--- src/rtl/corr_acc8_32.sv ---
// Lag-bin correlator: accumulates cur_in*lag_in into NLAG saturating bins per frame,
// then holds the bins for random-access readout.
//
// state    | meaning
// CLEAR    | zero one bin per cycle; then IDLE, or ACCUM when restarted from HOLD
// IDLE     | waiting for start with nonzero frame_len
// ACCUM    | accepting lag beats and counting bursts
// DRAIN    | two cycles letting the pipeline retire into the bins
// HOLD     | frame complete; bins readable via rd_req
module corr_acc8_32 #(
  parameter int DW   = 8,
  parameter int NLAG = 32,
  parameter int AW   = 32
) (
  input  logic                    clk,
  input  logic                    rst_n,
  input  logic                    clr,
  input  logic                    start,
  input  logic [15:0]             frame_len,
  input  logic [DW-1:0]           cur_in,
  input  logic [DW-1:0]           lag_in,
  input  logic                    lag_valid,
  input  logic                    lag_first,
  input  logic                    lag_last,
  input  logic                    rd_req,
  input  logic [$clog2(NLAG)-1:0] rd_addr,
  output logic [AW-1:0]           rd_data,
  output logic                    rd_valid,
  output logic                    frame_done,
  output logic                    busy,
  output logic                    overflow,
  output logic                    lag_err
);

  localparam int LW = $clog2(NLAG);
  localparam int PW = 2 * DW;
  localparam int SW = ((AW > PW) ? AW : PW) + 1;

  localparam logic [2:0] ST_CLEAR = 3'd0;
  localparam logic [2:0] ST_IDLE  = 3'd1;
  localparam logic [2:0] ST_ACCUM = 3'd2;
  localparam logic [2:0] ST_DRAIN = 3'd3;
  localparam logic [2:0] ST_HOLD  = 3'd4;

  logic [2:0]    state;
  logic [LW-1:0] clr_ptr;
  logic          to_accum;
  logic [15:0]   frame_len_q;
  logic [15:0]   burst_cnt;
  logic          drain_cnt;
  logic [LW:0]   lag_idx;

  logic          s1_valid;
  logic [PW-1:0] s1_prod;
  logic [LW-1:0] s1_idx;
  logic          wb_valid;
  logic [LW-1:0] wb_idx;
  logic [AW-1:0] wb_sum;

  logic [AW-1:0] bin_mem [NLAG];

  logic          beat_ok;
  logic          start_ok;
  logic          last_burst;
  logic [LW:0]   idx_next;
  logic [AW-1:0] base;
  logic [SW-1:0] sum_full;
  logic          sat;
  logic [AW-1:0] sum_sat;

  // Index saturates once past the last bin so long bursts keep being dropped.
  always_comb begin
    beat_ok    = (state == ST_ACCUM) && lag_valid && !clr;
    start_ok   = start && (frame_len != 16'd0);
    last_burst = lag_last && ((burst_cnt + 16'd1) == frame_len_q);
    if (lag_first)
      idx_next = '0;
    else if (lag_idx[LW])
      idx_next = lag_idx;
    else
      idx_next = lag_idx + (LW+1)'(1);
  end

  // The pending write-back holds the newest value of its bin until it commits.
  always_comb begin
    base     = (wb_valid && (wb_idx == s1_idx)) ? wb_sum : bin_mem[s1_idx];
    sum_full = SW'(base) + SW'(s1_prod);
    sat      = |sum_full[SW-1:AW];
    sum_sat  = sat ? '1 : sum_full[AW-1:0];
  end

  assign busy = (state == ST_CLEAR) || (state == ST_ACCUM) || (state == ST_DRAIN);

  always_ff @(posedge clk or negedge rst_n) begin
    if (!rst_n) begin
      state       <= ST_CLEAR;
      clr_ptr     <= '0;
      to_accum    <= 1'b0;
      frame_len_q <= '0;
      burst_cnt   <= '0;
      drain_cnt   <= 1'b0;
      lag_idx     <= '0;
      s1_valid    <= 1'b0;
      s1_prod     <= '0;
      s1_idx      <= '0;
      wb_valid    <= 1'b0;
      wb_idx      <= '0;
      wb_sum      <= '0;
      rd_data     <= '0;
      rd_valid    <= 1'b0;
      frame_done  <= 1'b0;
      overflow    <= 1'b0;
      lag_err     <= 1'b0;
    end else begin
      frame_done <= 1'b0;
      rd_valid   <= (state == ST_HOLD) && rd_req;
      if ((state == ST_HOLD) && rd_req)
        rd_data <= bin_mem[rd_addr];

      s1_valid <= 1'b0;
      wb_valid <= s1_valid;
      if (s1_valid) begin
        wb_idx <= s1_idx;
        wb_sum <= sum_sat;
        if (sat)
          overflow <= 1'b1;
      end

      if (beat_ok) begin
        lag_idx <= idx_next;
        if (!idx_next[LW]) begin
          s1_valid <= 1'b1;
          s1_prod  <= PW'(cur_in) * PW'(lag_in);
          s1_idx   <= idx_next[LW-1:0];
        end else begin
          lag_err <= 1'b1;
        end
        if (lag_last)
          burst_cnt <= burst_cnt + 16'd1;
      end

      case (state)
        ST_CLEAR: begin
          clr_ptr <= clr_ptr + LW'(1);
          if (clr_ptr == LW'(NLAG - 1)) begin
            state    <= to_accum ? ST_ACCUM : ST_IDLE;
            to_accum <= 1'b0;
          end
        end
        ST_IDLE: begin
          if (start_ok) begin
            frame_len_q <= frame_len;
            burst_cnt   <= '0;
            overflow    <= 1'b0;
            lag_err     <= 1'b0;
            state       <= ST_ACCUM;
          end
        end
        ST_ACCUM: begin
          if (beat_ok && last_burst) begin
            state     <= ST_DRAIN;
            drain_cnt <= 1'b1;
          end
        end
        ST_DRAIN: begin
          if (drain_cnt == 1'b0) begin
            state      <= ST_HOLD;
            frame_done <= 1'b1;
          end else begin
            drain_cnt <= 1'b0;
          end
        end
        ST_HOLD: begin
          if (start_ok) begin
            frame_len_q <= frame_len;
            burst_cnt   <= '0;
            overflow    <= 1'b0;
            lag_err     <= 1'b0;
            clr_ptr     <= '0;
            to_accum    <= 1'b1;
            state       <= ST_CLEAR;
          end
        end
        default: begin
          clr_ptr  <= '0;
          to_accum <= 1'b0;
          state    <= ST_CLEAR;
        end
      endcase

      if (clr) begin
        state      <= ST_CLEAR;
        clr_ptr    <= '0;
        to_accum   <= 1'b0;
        s1_valid   <= 1'b0;
        wb_valid   <= 1'b0;
        frame_done <= 1'b0;
      end
    end
  end

  always_ff @(posedge clk) begin
    if (state == ST_CLEAR)
      bin_mem[clr_ptr] <= '0;
    else if (wb_valid)
      bin_mem[wb_idx] <= wb_sum;
  end

endmodule

--- config.mk ---
export PLATFORM = sky130hd
export DESIGN_NAME = corr_acc8_32
export DESIGN_NICKNAME = d
export VERILOG_FILES = /design/src/rtl/corr_acc8_32.sv
export SDC_FILE = /design/constraint.sdc
export NUM_CORES = 2
export LEC_CHECK = 0
export CELL_PAD_IN_SITES_DETAIL_PLACEMENT = 0
export CELL_PAD_IN_SITES_GLOBAL_PLACEMENT = 1
export CORE_ASPECT_RATIO = 0.6
export CORE_MARGIN = 2
export CORE_UTILIZATION = 55
export CTS_CLUSTER_DIAMETER = 60
export CTS_CLUSTER_SIZE = 14
export DETAILED_ROUTE_END_ITERATION = 12
export PLACE_DENSITY = 0.78
export SLEW_MARGIN = 20
export SYNTH_ARGS = -nofsm -noshare
export SYNTH_HDL_FRONTEND = slang
export SYNTH_SLANG_ARGS = --single-unit
--- constraint.sdc ---
create_clock -name clk -period 7.1 [get_ports clk]
set_input_delay 1.775 -clock clk [delete_from_list [all_inputs] [get_ports clk]]
set_output_delay 1.775 -clock clk [all_outputs]
set_load 0.01 [all_outputs]
==> run summary <==
The residual antenna-violating net count after detailed routing is 0. The run finished with clean final reports. For the pin with the worst max-slew slack, the measured transition is 1153 ps.

The clock network accounts for 26.5% of the total power. The area fraction in compound gates after synthesis came out at 4.555%. The multi-input logic area came out at 21,900 µm². The clock net in this run drives a total of 1,168 sinks. The violation count after the first detailed-route iteration is 4,675. The post-route total power is 19.29 mW.

The first global-routing pass estimated 240,000 µm of wire. The largest net degree at the start of global routing came out at 100. In the global route stage, overall resource usage came out at 31.72%. The post-cts repair resize count is 0. In the finished design, the share of the clock period the worst path needs comes to 87.59%. The number of different library cells used by synthesis comes to 74.

Registers take 34,370 µm². The H-tree was split into 3 levels. Pin placement for this block handled 82 I/O pins. The switching power total is 6.229 mW. The internal power contribution came out at 13.06 mW. In this run the cell area of the synthesized design comes to 57,330 µm². The count of final setup violators is 0. The number of synthesized flops with an enable pin came out at 1,024. The max-cap violation count came out at 0. The synthesized net count is 3,415. VDD sags by at most 0.2268 mV. Of the total synthesized cell area, the portion taken by XOR and XNOR cells is 1.069%. The post-placement setup slack is 432.9 ps. The total grt overflow is 0. The count of TritonRoute iterations in the first routing pass is 8. The number of hold violations in the final report is 0. Counting along the longest clock path gives a buffer depth of 3. Timing would allow up to 160.8 MHz.

The via count of the first global-routing pass came out at 33.82k. The number of antenna diodes in the final layout is 0. The worst endpoint data arrival time came out at 6770 ps. Dividing total power by cell area gives a power density of 307.4 nW/µm². The endpoint required time on the critical path came out at 7650 ps. The remaining design rule violation count came out at 0. The share of synthesized flip-flops with an asynchronous set or reset came out at 12.33%. After synthesis, flip-flops and latches occupy 59.92% of the total area. The core region is 103,000 µm². The fraction of power consumed by sequential logic is 43.8%. STA classifies the critical path endpoint as a flip-flop. The multiplexer share of the synthesized area came out at 25.28%. The cell sitting at the root of the clock tree is a clkbuf_16.

The total number of vias came out at 33.89k. The Yosys step of the flow raised 0 warnings. Using the TritonRoute via totals, the vias-per-cell ratio works out to 7.056. The total of hold buffers inserted after clock tree synthesis came out at 0. STA classifies the critical path startpoint as a flip-flop. The minimum setup slack in the final design came out at 881.0 ps.

The post-synthesis adder-cell area fraction came out at 2.514%. By area, the combinational part of the netlist is dominated by multiplexers. The largest driver fanout on the critical path is 42. Clock tree synthesis inserted a total of 95 buffers. The net switching share of the total power is 32.29%.

The number of antenna violations at the first check in global routing is 1. The total wire length came out at 165,100 µm. On the final layout, the worst hold slack is 455.5 ps. Of the cells placed in the final design, the portion with a size suffix greater than 1 is 24.68%. For this configuration, the core starts out at a cell density of 55.64%. The number of slew-limit violations in the final report is 0. The vertical extent of the die is 254.1 µm. The class of the tightest hold or removal check is flip-flop to flip-flop. TritonCTS built the clock tree. The max-slew headroom at the worst pin came out at 23.14%.

The count of nets after finishing is 3,465. The number of storage elements in the synthesis netlist is 1,168. The width of the die is 420.8 µm. The synthesized-area fraction occupied by and/or/nand/nor cells is 4.238%. The die footprint came out at 106,900 µm². The critical path is of the flip-flop to flip-flop type. Counting the fill cells in the layout gives 7,353.

The share of the core filled with cells in the final layout is 60.91%. The combinational fraction of design power is 29.7%. The mean instance size in the synthesized netlist came out at 17.50 µm².

The clock arrives with 29.94 ps of skew. The clock-pin slew on the worst setup and hold paths is 70 ps. The number of rows in the core area is 91. In the final timing run, aggregate negative setup slack is 0 ps. Setup repair after global routing left no endpoint under its margin. The total cell area at the placement stage came out at 59,920 µm².

The average detailed-routed wire length per instance is 34.38 µm. The half-perimeter wire length after detailed placement is 94,180 µm. The final period demand of the worst path is 6219 ps.

The count of input and output buffers is 81. The area overhead of the layout relative to synthesis is 9.467%. The later-pin clock latency in the skew report came out at 710 ps. The number of setup buffers added after CTS came out at 0.

The static leakage came out at 22.23 nW. The summed area of non-filler cells in the final layout is 62,760 µm². The filler-free cell count of the finished design is 4,803. The instance count of the mapped netlist came out at 3,277. At the end of routability-driven placement, the weighted congestion stood at 0.8567. The number of placed instances, taps included came out at 4,623. In the synthesized netlist the dominant register cell turns out to be edfxtp_1.
[cell usage in the layout, fill, tap and decap left out, types with 59 or more instances in the layout]
master	netlist	layout
inv_1	66	66
o21ai_0	59	59
nand2_1	130	130
clkdlybuf4s50_1	0	75
buf_4	5	86
clkbuf_1	139	71
a21oi_1	80	80
mux4_2	521	521
clkbuf_16	0	98
dfrtp_1	144	138
mux2i_1	240	240
edfxtp_1	1024	1024
nor2_1	151	118
[kinds of logic (layout without fill, tap and decap cells)]
group / after synthesis / after routing
buf+inv: 291 / 422
compound gates: 367 / 367
flops: 1168 / 1168
simple gates: 498 / 498
fa+ha+maj: 93 / 93
xor+xnor: 70 / 70
mux: 790 / 790
[power groups by stage]
| stage | logic (mW) | registers [mW] | clock network, mW |
|---|---|---|---|
| floorplan | 4.01 | 8.41 | 0 |
| global placement | 5.57 | 8.56 | 0 |
| detailed placement | 5.65 | 8.59 | 0 |
| CTS | 5.67 | 8.45 | 5.15 |
| global route | 6.11 | 8.51 | 5.41 |
| finish | 5.72 | 8.46 | 5.11 |
[cell type report]
cell class | instances | area share [%]
well taps | 1395 | 2.781
flip-flops and latches | 1168 | 54.76
multi-input cells | 1818 | 34.90
clock inverters | 8 | 0.1156
clock buffers | 170 | 4.354
inverters | 66 | 0.3947
repair buffers | 178 | 2.689
[cells in the mapped netlist, types with 13 or more instances]
| cell type | number | area share [%] |
|---|---|---|
| a21oi_1 | 80 | 0.70 |
| a221oi_1 | 34 | 0.52 |
| a22o_1 | 43 | 0.66 |
| a22oi_1 | 17 | 0.22 |
| a31oi_1 | 26 | 0.28 |
| and2_1 | 55 | 0.60 |
| and3_1 | 40 | 0.44 |
| buf_1 | 36 | 0.24 |
| buf_2 | 19 | 0.17 |
| buf_6 | 14 | 0.27 |
| clkbuf_1 | 139 | 0.91 |
| dfrtp_1 | 144 | 6.3 |
| edfxtp_1 | 1024 | 54 |
| fa_1 | 37 | 1.3 |
| ha_1 | 56 | 1.2 |
| inv_1 | 66 | 0.43 |
| mux2_2 | 27 | 0.53 |
| mux2i_1 | 240 | 4.2 |
| mux4_2 | 521 | 20 |
| nand2_1 | 130 | 0.85 |
| nand3_1 | 16 | 0.14 |
| nor2_1 | 151 | 0.99 |
| nor3_1 | 24 | 0.21 |
| o21ai_0 | 59 | 0.52 |
| o22ai_1 | 23 | 0.25 |
| o31ai_1 | 13 | 0.17 |
| xnor2_1 | 39 | 0.60 |
| xor2_1 | 31 | 0.47 |
[critical path, cell delays in order, from the launching register on]
cell and delay [ps]:
dfrtp_4 760, buf_12 340, buf_4 390, mux4_2 360, mux4_2 520, mux2i_1 230
o21ai_0 200, fa_1 460, nand2_1 110, a21oi_1 110, o31ai_1 380, buf_4 200
o21ai_0 140, nor4_1 590, nor3_1 200, nand4b_1 350, or2_1 270, buf_12 230
a31oi_2 130
[path summary, 6_finish.rpt]
check                               start     endpoint  slack (ps)  cells past startpoint
worst max register to register  s1_idx[1]   wb_sum[13]         880                     18
worst min register to register  drain_cnt   frame_done         460                      1
worst max-delay path            s1_idx[1]   wb_sum[13]         880                     18
worst min-delay path            drain_cnt   frame_done         460                      1
min in group asynchronous           rst_n  rd_data[29]        1070                      1
max in group asynchronous           rst_n    s1_idx[2]        4670                      2
[metal layers]
layer,vias to the layer above,track usage (%),routed length (µm)
li1,13560,-,-
met3,309,8.378,21270
met4,0,8.991,4852
met5,-,0,0
met2,2207,46.03,72500
met1,17810,47.75,66490
[registers in the layout (all words and copies together) (netlist names)]
signal,count
rd_valid,1
wb_idx,5
s1_idx,5
lag_err,1
state,3
bin_mem,1024
drain_cnt,1
frame_done,1
overflow,1
rd_data,32
to_accum,1
wb_valid,1
wb_sum,32
clr_ptr,5
burst_cnt,16
frame_len_q,16
s1_prod,16
lag_idx,6
s1_valid,1
Power figures use the tool's default switching activity.
